===== src/rtl/mc_controller.sv =====
// mc_controller: multicycle control FSM for the 32-bit RISC core.
//
// Sequences the shared ALU, the unified instruction/data memory and the
// register file through fetch / decode / execute / memory / writeback.
// Illegal opcodes or R-type functs park the FSM in a sticky TRAP state
// that only reset leaves.
//
// Handshake: the memory side owns mem_ready. A memory access (FETCH,
// MEMRD, MEMWR) holds its request every cycle and completes in the cycle
// mem_ready is sampled high. The FSM advances on that same edge.
//
// Ports:
//   clk, reset          clock, synchronous active-high reset
//   op, funct           opcode / funct fields from the instruction register
//   zero                ALU zero flag (beq decision)
//   mem_ready           memory completes the current access this cycle
//   pcwrite .. pcsrc    datapath enables and mux selects (Moore-decoded)
//   alucontrol          3-bit ALU operation decoded from aluop and funct
//   retire              one-cycle pulse when an instruction completes
//   trap                sticky illegal-instruction flag (registered)
//   state               current state encoding (debug)
module mc_controller #(
    parameter int OPW = 4,
    parameter int FW  = 4,
    parameter int STW = 4
) (
    input  logic           clk,
    input  logic           reset,
    input  logic [OPW-1:0] op,
    input  logic [FW-1:0]  funct,
    input  logic           zero,
    input  logic           mem_ready,
    output logic           pcwrite,
    output logic           irwrite,
    output logic           iord,
    output logic           memread,
    output logic           memwrite,
    output logic           regwrite,
    output logic           regdst,
    output logic           memtoreg,
    output logic           alusrca,
    output logic [1:0]     alusrcb,
    output logic           pcsrc,
    output logic [2:0]     alucontrol,
    output logic           retire,
    output logic           trap,
    output logic [STW-1:0] state
);

    typedef enum logic [3:0] {
        FETCH   = 4'd0,
        DECODE  = 4'd1,
        MEMADR  = 4'd2,
        MEMRD   = 4'd3,
        MEMWB   = 4'd4,
        MEMWR   = 4'd5,
        RTYPEEX = 4'd6,
        ALUWB   = 4'd7,
        IMMEX   = 4'd8,
        BEQEX   = 4'd9,
        TRAP    = 4'd10
    } state_t;

    localparam logic [OPW-1:0] OP_R    = OPW'(0);
    localparam logic [OPW-1:0] OP_ADDI = OPW'(1);
    localparam logic [OPW-1:0] OP_SLTI = OPW'(2);
    localparam logic [OPW-1:0] OP_LW   = OPW'(3);
    localparam logic [OPW-1:0] OP_SW   = OPW'(4);
    localparam logic [OPW-1:0] OP_BEQ  = OPW'(5);

    localparam logic [1:0] ALUOP_FUNCT = 2'b00;
    localparam logic [1:0] ALUOP_SLT   = 2'b01;
    localparam logic [1:0] ALUOP_SUB   = 2'b10;
    localparam logic [1:0] ALUOP_ADD   = 2'b11;

    state_t     cur;
    state_t     nxt;
    logic       trap_r;
    logic [1:0] aluop;
    logic       funct_ok;
    // Raw Moore enables before reset gating.
    logic       pcwrite_s, irwrite_s, memwrite_s, regwrite_s, retire_s;

    // funct decode: only 0..4 are legal R-type functions.
    always_comb begin
        funct_ok   = 1'b1;
        alucontrol = 3'b000;
        case (aluop)
            ALUOP_ADD: alucontrol = 3'b000;
            ALUOP_SUB: alucontrol = 3'b001;
            ALUOP_SLT: alucontrol = 3'b100;
            default: begin
                case (funct)
                    FW'(0):  alucontrol = 3'b000;
                    FW'(1):  alucontrol = 3'b001;
                    FW'(2):  alucontrol = 3'b010;
                    FW'(3):  alucontrol = 3'b011;
                    FW'(4):  alucontrol = 3'b100;
                    default: begin
                        alucontrol = 3'b000;
                        funct_ok   = 1'b0;
                    end
                endcase
            end
        endcase
        // Legality must not depend on the current aluop, so recheck funct.
        funct_ok = (funct <= FW'(4));
    end

    always_comb begin
        nxt = FETCH;
        case (cur)
            FETCH:   nxt = mem_ready ? DECODE : FETCH;
            DECODE: begin
                case (op)
                    OP_R:             nxt = funct_ok ? RTYPEEX : TRAP;
                    OP_ADDI, OP_SLTI: nxt = IMMEX;
                    OP_LW, OP_SW:     nxt = MEMADR;
                    OP_BEQ:           nxt = BEQEX;
                    default:          nxt = TRAP;
                endcase
            end
            MEMADR:  nxt = (op == OP_SW) ? MEMWR : MEMRD;
            MEMRD:   nxt = mem_ready ? MEMWB : MEMRD;
            MEMWB:   nxt = FETCH;
            MEMWR:   nxt = mem_ready ? FETCH : MEMWR;
            RTYPEEX: nxt = ALUWB;
            IMMEX:   nxt = ALUWB;
            ALUWB:   nxt = FETCH;
            BEQEX:   nxt = FETCH;
            TRAP:    nxt = TRAP;
            default: nxt = FETCH;   // unused encodings recover to FETCH
        endcase
    end

    // trap is registered alongside state so it is high exactly while in TRAP.
    always_ff @(posedge clk) begin
        if (reset) begin
            cur    <= FETCH;
            trap_r <= 1'b0;
        end else begin
            cur    <= nxt;
            trap_r <= (nxt == TRAP);
        end
    end

    always_comb begin
        pcwrite_s  = 1'b0;
        irwrite_s  = 1'b0;
        iord       = 1'b0;
        memread    = 1'b0;
        memwrite_s = 1'b0;
        regwrite_s = 1'b0;
        regdst     = 1'b0;
        memtoreg   = 1'b0;
        alusrca    = 1'b0;
        alusrcb    = 2'b00;
        pcsrc      = 1'b0;
        retire_s   = 1'b0;
        aluop      = ALUOP_ADD;
        case (cur)
            FETCH: begin
                memread   = 1'b1;
                alusrcb   = 2'b01;
                irwrite_s = mem_ready;
                pcwrite_s = mem_ready;
            end
            DECODE:  alusrcb = 2'b10;
            MEMADR: begin
                alusrca = 1'b1;
                alusrcb = 2'b10;
            end
            MEMRD: begin
                iord    = 1'b1;
                memread = 1'b1;
            end
            MEMWB: begin
                regwrite_s = 1'b1;
                memtoreg   = 1'b1;
                retire_s   = 1'b1;
            end
            MEMWR: begin
                iord       = 1'b1;
                memwrite_s = 1'b1;
                retire_s   = mem_ready;
            end
            RTYPEEX: begin
                alusrca = 1'b1;
                aluop   = ALUOP_FUNCT;
            end
            IMMEX: begin
                alusrca = 1'b1;
                alusrcb = 2'b10;
                aluop   = (op == OP_SLTI) ? ALUOP_SLT : ALUOP_ADD;
            end
            ALUWB: begin
                regwrite_s = 1'b1;
                regdst     = (op == OP_R);
                retire_s   = 1'b1;
            end
            BEQEX: begin
                alusrca   = 1'b1;
                aluop     = ALUOP_SUB;
                pcsrc     = 1'b1;
                pcwrite_s = zero;
                retire_s  = 1'b1;
            end
            default: ;
        endcase
    end

    // While reset is held no architectural write or retire may escape.
    assign pcwrite  = pcwrite_s  & ~reset;
    assign irwrite  = irwrite_s  & ~reset;
    assign memwrite = memwrite_s & ~reset;
    assign regwrite = regwrite_s & ~reset;
    assign retire   = retire_s   & ~reset;
    assign trap     = trap_r;
    assign state    = STW'(cur);

endmodule


===== config.mk =====
export PLATFORM = sky130hd
export DESIGN_NAME = mc_controller
export DESIGN_NICKNAME = d
export VERILOG_FILES = /design/src/rtl/mc_controller.sv
export SDC_FILE = /design/constraint.sdc
export NUM_CORES = 1
export LEC_CHECK = 0
export CORE_MARGIN = 2
export CORE_UTILIZATION = 39
export DETAILED_ROUTE_END_ITERATION = 7
export HOLD_SLACK_MARGIN = 0.06
export PLACE_DENSITY = 0.88
export SLEW_MARGIN = 20
export SYNTH_ARGS = -nofsm -noshare
export SYNTH_HDL_FRONTEND = slang
export SYNTH_SLANG_ARGS = --single-unit
export TNS_END_PERCENT = 20

===== constraint.sdc =====
create_clock -name clk -period 1.7 [get_ports clk]
set_clock_uncertainty 0.05 [all_clocks]
set_input_delay 0.34 -clock clk [delete_from_list [all_inputs] [get_ports clk]]
set_output_delay 0.34 -clock clk [all_outputs]
set_load 0.005 [all_outputs]

==> flow_summary_export.csv, run 1 <==
group,metric,value,unit
yosys,synth_async_sr_flop_share,0,%
floorplan,dieWidth,44.7,um
yosys,syn_avg_cell_area,6.80,sq um
yosys,ys_warn_count,0,
clock_network,post_cts_resized,103,
status,stop_stage,"clock tree synthesis",
clock_network,max-clock-path-buffers,2,
floorplan,rows,14,
clock_network,clock_sinks,5,
placed_design,dp_slack,-0.720,ns
clock_network,htreeDepth,1,
floorplan,initial_utilization,42.4,%
yosys,postSynthNetCount,107,
yosys,synth.top_cell.area_share,15.5,%
yosys,ys_seq_elements,5,
status,status,"did not finish",
yosys,synth_area,646,sq um
status,tool.error,"[ERROR DPL-0033] detailed placement checks failed during check placement.",
clock_network,postCtsSetupBuffers,21,
placed_design,port_buffers,32,
placed_design,dpl.hpwl,1860,um
clock_network,cts-root-buf,"clkbuf_4",
yosys,ys_types,39,
clock_network,postCtsHoldBufs,0,
yosys,ys_seq_area_share,15.5,%
clock_network,numCtsBuffers,3,
yosys,synth-edff-count,0,
floorplan,die_h,44.7,um
yosys,netlist_instances,95,
yosys,synthTopCellsByArea,"dfxtp_1 16%, nand2b_1 8.7%, nor2_1 6.4%, nor4_1 4.8%, a21oi_1 3.9%",
yosys,synth_top_area_cell,"dfxtp_1",
yosys,synth.most_common_cell,"nor2_1",
yosys,synth_commonest_cells,"11 x nor2_1, 9 x nand2b_1, 5 x a21oi_1, 5 x dfxtp_1, 5 x nor4_1",
floorplan,ios,33,
placed_design,gp_congestion,1.01,
yosys,synthFlopType,"dfxtp_1",
==> per-stage QoR <==
step | hold slack (ns) | cell area, sq um | instances
3_5_place_dp | 0.626 | 1190 | 167
2_1_floorplan | 0.461 | 646 | 95
3_3_place_gp | 0.605 | 1190 | 167
==> kinds of logic after synthesis <==
group	share of synthesized area [%]
flops	15.5
simple gates	49.0
buf+inv	6.59
xor+xnor	1.36
compound gates	27.5
==> run 2: changes to the inputs <==
--- a/config.mk
+++ b/config.mk
@@ -5,11 +5,10 @@
 export SDC_FILE = /design/constraint.sdc
 export NUM_CORES = 1
 export LEC_CHECK = 0
-export CORE_MARGIN = 2
-export CORE_UTILIZATION = 39
+export CORE_AREA = 2 2 63 65
 export DETAILED_ROUTE_END_ITERATION = 7
-export HOLD_SLACK_MARGIN = 0.06
-export PLACE_DENSITY = 0.88
+export DIE_AREA = 0 0 65 67
+export PLACE_DENSITY_LB_ADDON = 0.15
 export SLEW_MARGIN = 20
 export SYNTH_ARGS = -nofsm -noshare
 export SYNTH_HDL_FRONTEND = slang
==> flow_summary_export.csv, run 2 <==
group,metric,value,unit
sta,fin_crit_sh,113,%
cells_and_area,layout-drive-gt1-share,56.8,%
sta,tns,-1.01,ns
floorplan,die_h,67,um
sta,finalCriticalPeriod,1.92,ns
floorplan,core-area,3610,sq um
yosys,synthFlopType,"dfxtp_1",
clock_network,numCtsBuffers,3,
yosys,synthAdderAreaFrac,0,%
yosys,synth-xor-area-share,1.36,%
sta,max_freq,522,MHz
worst_setup_path,crit_fanout,5,
cells_and_area,antennaDiodeCount,0,
grt,track_usage,15.7,%
placed_design,dpl_cell_area,1230,sq um
sta,fin_ws,-0.217,ns
yosys,postSynthNetCount,107,
placed_design,port_buffers,32,
placed_design,dpl.hpwl,2070,um
floorplan,rows,22,
drt,drcViolationCount,0,
sta,slew_violations,0,
min_path,worstHoldPathType,"flop to flop",
clock_network,htreeDepth,1,
grt,grt_pass1_wl,5200,um
drt,wirelength,2990,um
floorplan,initial_utilization,17.9,%
clock_network,clock_sinks,5,
pwr,cellPowerDensity,1460,nW/um^2
placed_design,dp_cells,200,
worst_setup_path,path_class,"flop to output port",
drt,drtAntennaViolNets,0,
cells_and_area,syn_to_final_growth,138,%
drt,drtIter0Drc,36,
yosys,synth_top_family_by_area,"simple AND/OR/NAND/NOR gates",
sta,setup_viol,12,
cells_and_area,finish.utilization,42.5,%
worst_setup_path,cp.required,1.31,ns
floorplan,ios,33,
status,violations,"setup timing",
yosys,synthTopCellsByArea,"dfxtp_1 16%, nand2b_1 8.7%, nor2_1 6.4%, nor4_1 4.8%, a21oi_1 3.9%",
yosys,synth_async_sr_flop_share,0,%
cells_and_area,final_common_cell,"buf_4",
drt,first_pass_iters,4,
worst_setup_path,crit_chain,"buf_6, buf_6, nor2b_4, or3_1, a21oi_2, buf_2",
yosys,syn_avg_cell_area,6.80,sq um
clock_network,clk_latency,0.22,ns
drt,vias_per_cell,4.63,
worst_setup_path,cp.arrival,1.53,ns
yosys,synth-simple-area-share,49.0,%
yosys,netlist_instances,95,
cells_and_area,fin_nets,182,
grt,grt_pass1_vias,1073,
yosys,synth_commonest_cells,"11 x nor2_1, 9 x nand2b_1, 5 x a21oi_1, 5 x dfxtp_1, 5 x nor4_1",
clock_network,cts_tree,"built",
run,max_cap_viol_count,0,
cells_and_area,largest_reg_flops,4,
worst_setup_path,cpPeakStageDelay,0.36,ns
yosys,synth_compound_area_share,27.5,%
floorplan,dieArea,4360,sq um
yosys,ys_seq_elements,5,
status,status,"complete, but fails checks",
cells_and_area,nFillCells,374,
sta,report.final.hold_viol_count,0,
sta,tightestPinTransition,0.310,ns
clock_network,postCtsHoldBufs,0,
worst_setup_path,crit_path_end_kind,"output port",
sta,grt_setup_unrepaired,"true",
yosys,ys_types,39,
placed_design,gp_congestion,0.831,
worst_setup_path,startpoint_type,"flop",
drt,num_vias,1005,
yosys,ys_warn_count,0,
yosys,synth.top_cell.area_share,15.5,%
yosys,synth_top_area_cell,"dfxtp_1",
yosys,synth_area,646,sq um
yosys,ys_seq_area_share,15.5,%
clock_network,max-clock-path-buffers,2,
cells_and_area,final_cells,217,
grt,grt_max_degree,10,
floorplan,dieWidth,65,um
clock_network,cts-root-buf,"clkbuf_8",
drt,wl_per_cell,13.8,um
worst_setup_path,ff2ff_setup_slack,0.05,ns
sta,max_slew_margin,79.0,%
grt,antenna_found_initial,0,
cells_and_area,stdcell_area,1530,sq um
pwr,p_leak,0.670,nW
worst_setup_path,path_common_cell,"buf_6",
grt,overflow,0,
clock_network,path_clk_slew,0.03,ns
placed_design,dp_slack,-0.793,ns
pwr,vdd_drop_max,0.000441,V
yosys,synth.area.mux_share,0,%
worst_setup_path,crit_path_top_delay_cell,"or3_1",
yosys,synth.most_common_cell,"nor2_1",
yosys,synth-edff-count,0,
cells_and_area,final_cell_mix,"31 x buf_4, 14 x buf_2, 13 x buf_6, 9 x nor2_1, 7 x clkdlybuf4s50_1",
## run 2: worst max-delay path, delay by kind of cell (launching register included)
family	cells	cell delay, ns
buffers and inverters	3	0.36
AND/OR/NAND/NOR	2	0.48
flip-flops	1	0.35
AO/OA/AOI/OAI	1	0.12
## run 2: where the power goes
part	switching (W)	leakage, nW	internal (W)
registers	0.0000344	0.0423	0.000166
logic	0.000768	0.605	0.00106
clock network	0.0000601	0.0228	0.000161
total	0.000862	0.670	0.00138
## run 2: kinds of logic (layout without fill, tap and decap cells)
logic type	after synthesis	count (layout)
AO/OA/AOI/OAI	26	26
buffers and inverters	10	84
XOR/XNOR	1	1
flip-flops	5	5
AND/OR/NAND/NOR	53	53
## run 2: area by class of cell
class,count,area [sq um],area share (%)
inverters,3,11.3,0.734
multi-input cells,80,661,43.1
flip-flops and latches,5,106,6.93
repair buffers,77,651,42.4
clock buffers,4,45.0,2.94
well taps,48,60.1,3.92
## run 2: what timing repair did
action	CTS	global route
setup buffers	11	1
pin swaps	16	9
endpoints found under the setup margin	20	18
gates resized for setup	107	12
cloned	1	0
## run 2: worst paths after layout
| kind | startpoint | end | cells past startpoint |
|---|---|---|---|
| max | state[0]$_SDFF_PP0_ | retire | 6 |
| min | state[0]$_SDFF_PP0_ | state[0]$_SDFF_PP0_ | 3 |
| max reg2reg | state[1]$_SDFF_PP0_ | trap$_SDFF_PP0_ | 8 |
| min reg2reg | state[0]$_SDFF_PP0_ | state[0]$_SDFF_PP0_ | 3 |
## run 2: per-layer routing
layer / share of wire (%) / global-route usage, % / routed length (um) / vias to the layer above
met5: 0 / 0 / 0 / -
met4: 1.2 / 5.59 / 36 / 0
met3: 3.5 / 1.69 / 106 / 3
met2: 50 / 28.9 / 1490 / 29
met1: 45 / 18.6 / 1360 / 472
li1: - / - / - / 501
## run 2: stage by stage
stage	hold slack [ns]	total power, W
after global routing	0.643	0.00242
after detailed placement	0.596	0.00147
final	0.609	0.00225
after CTS	0.618	0.00215
after global placement	0.570	0.00147
after floorplan	0.461	0.000729
Power figures use the tool's default switching activity.
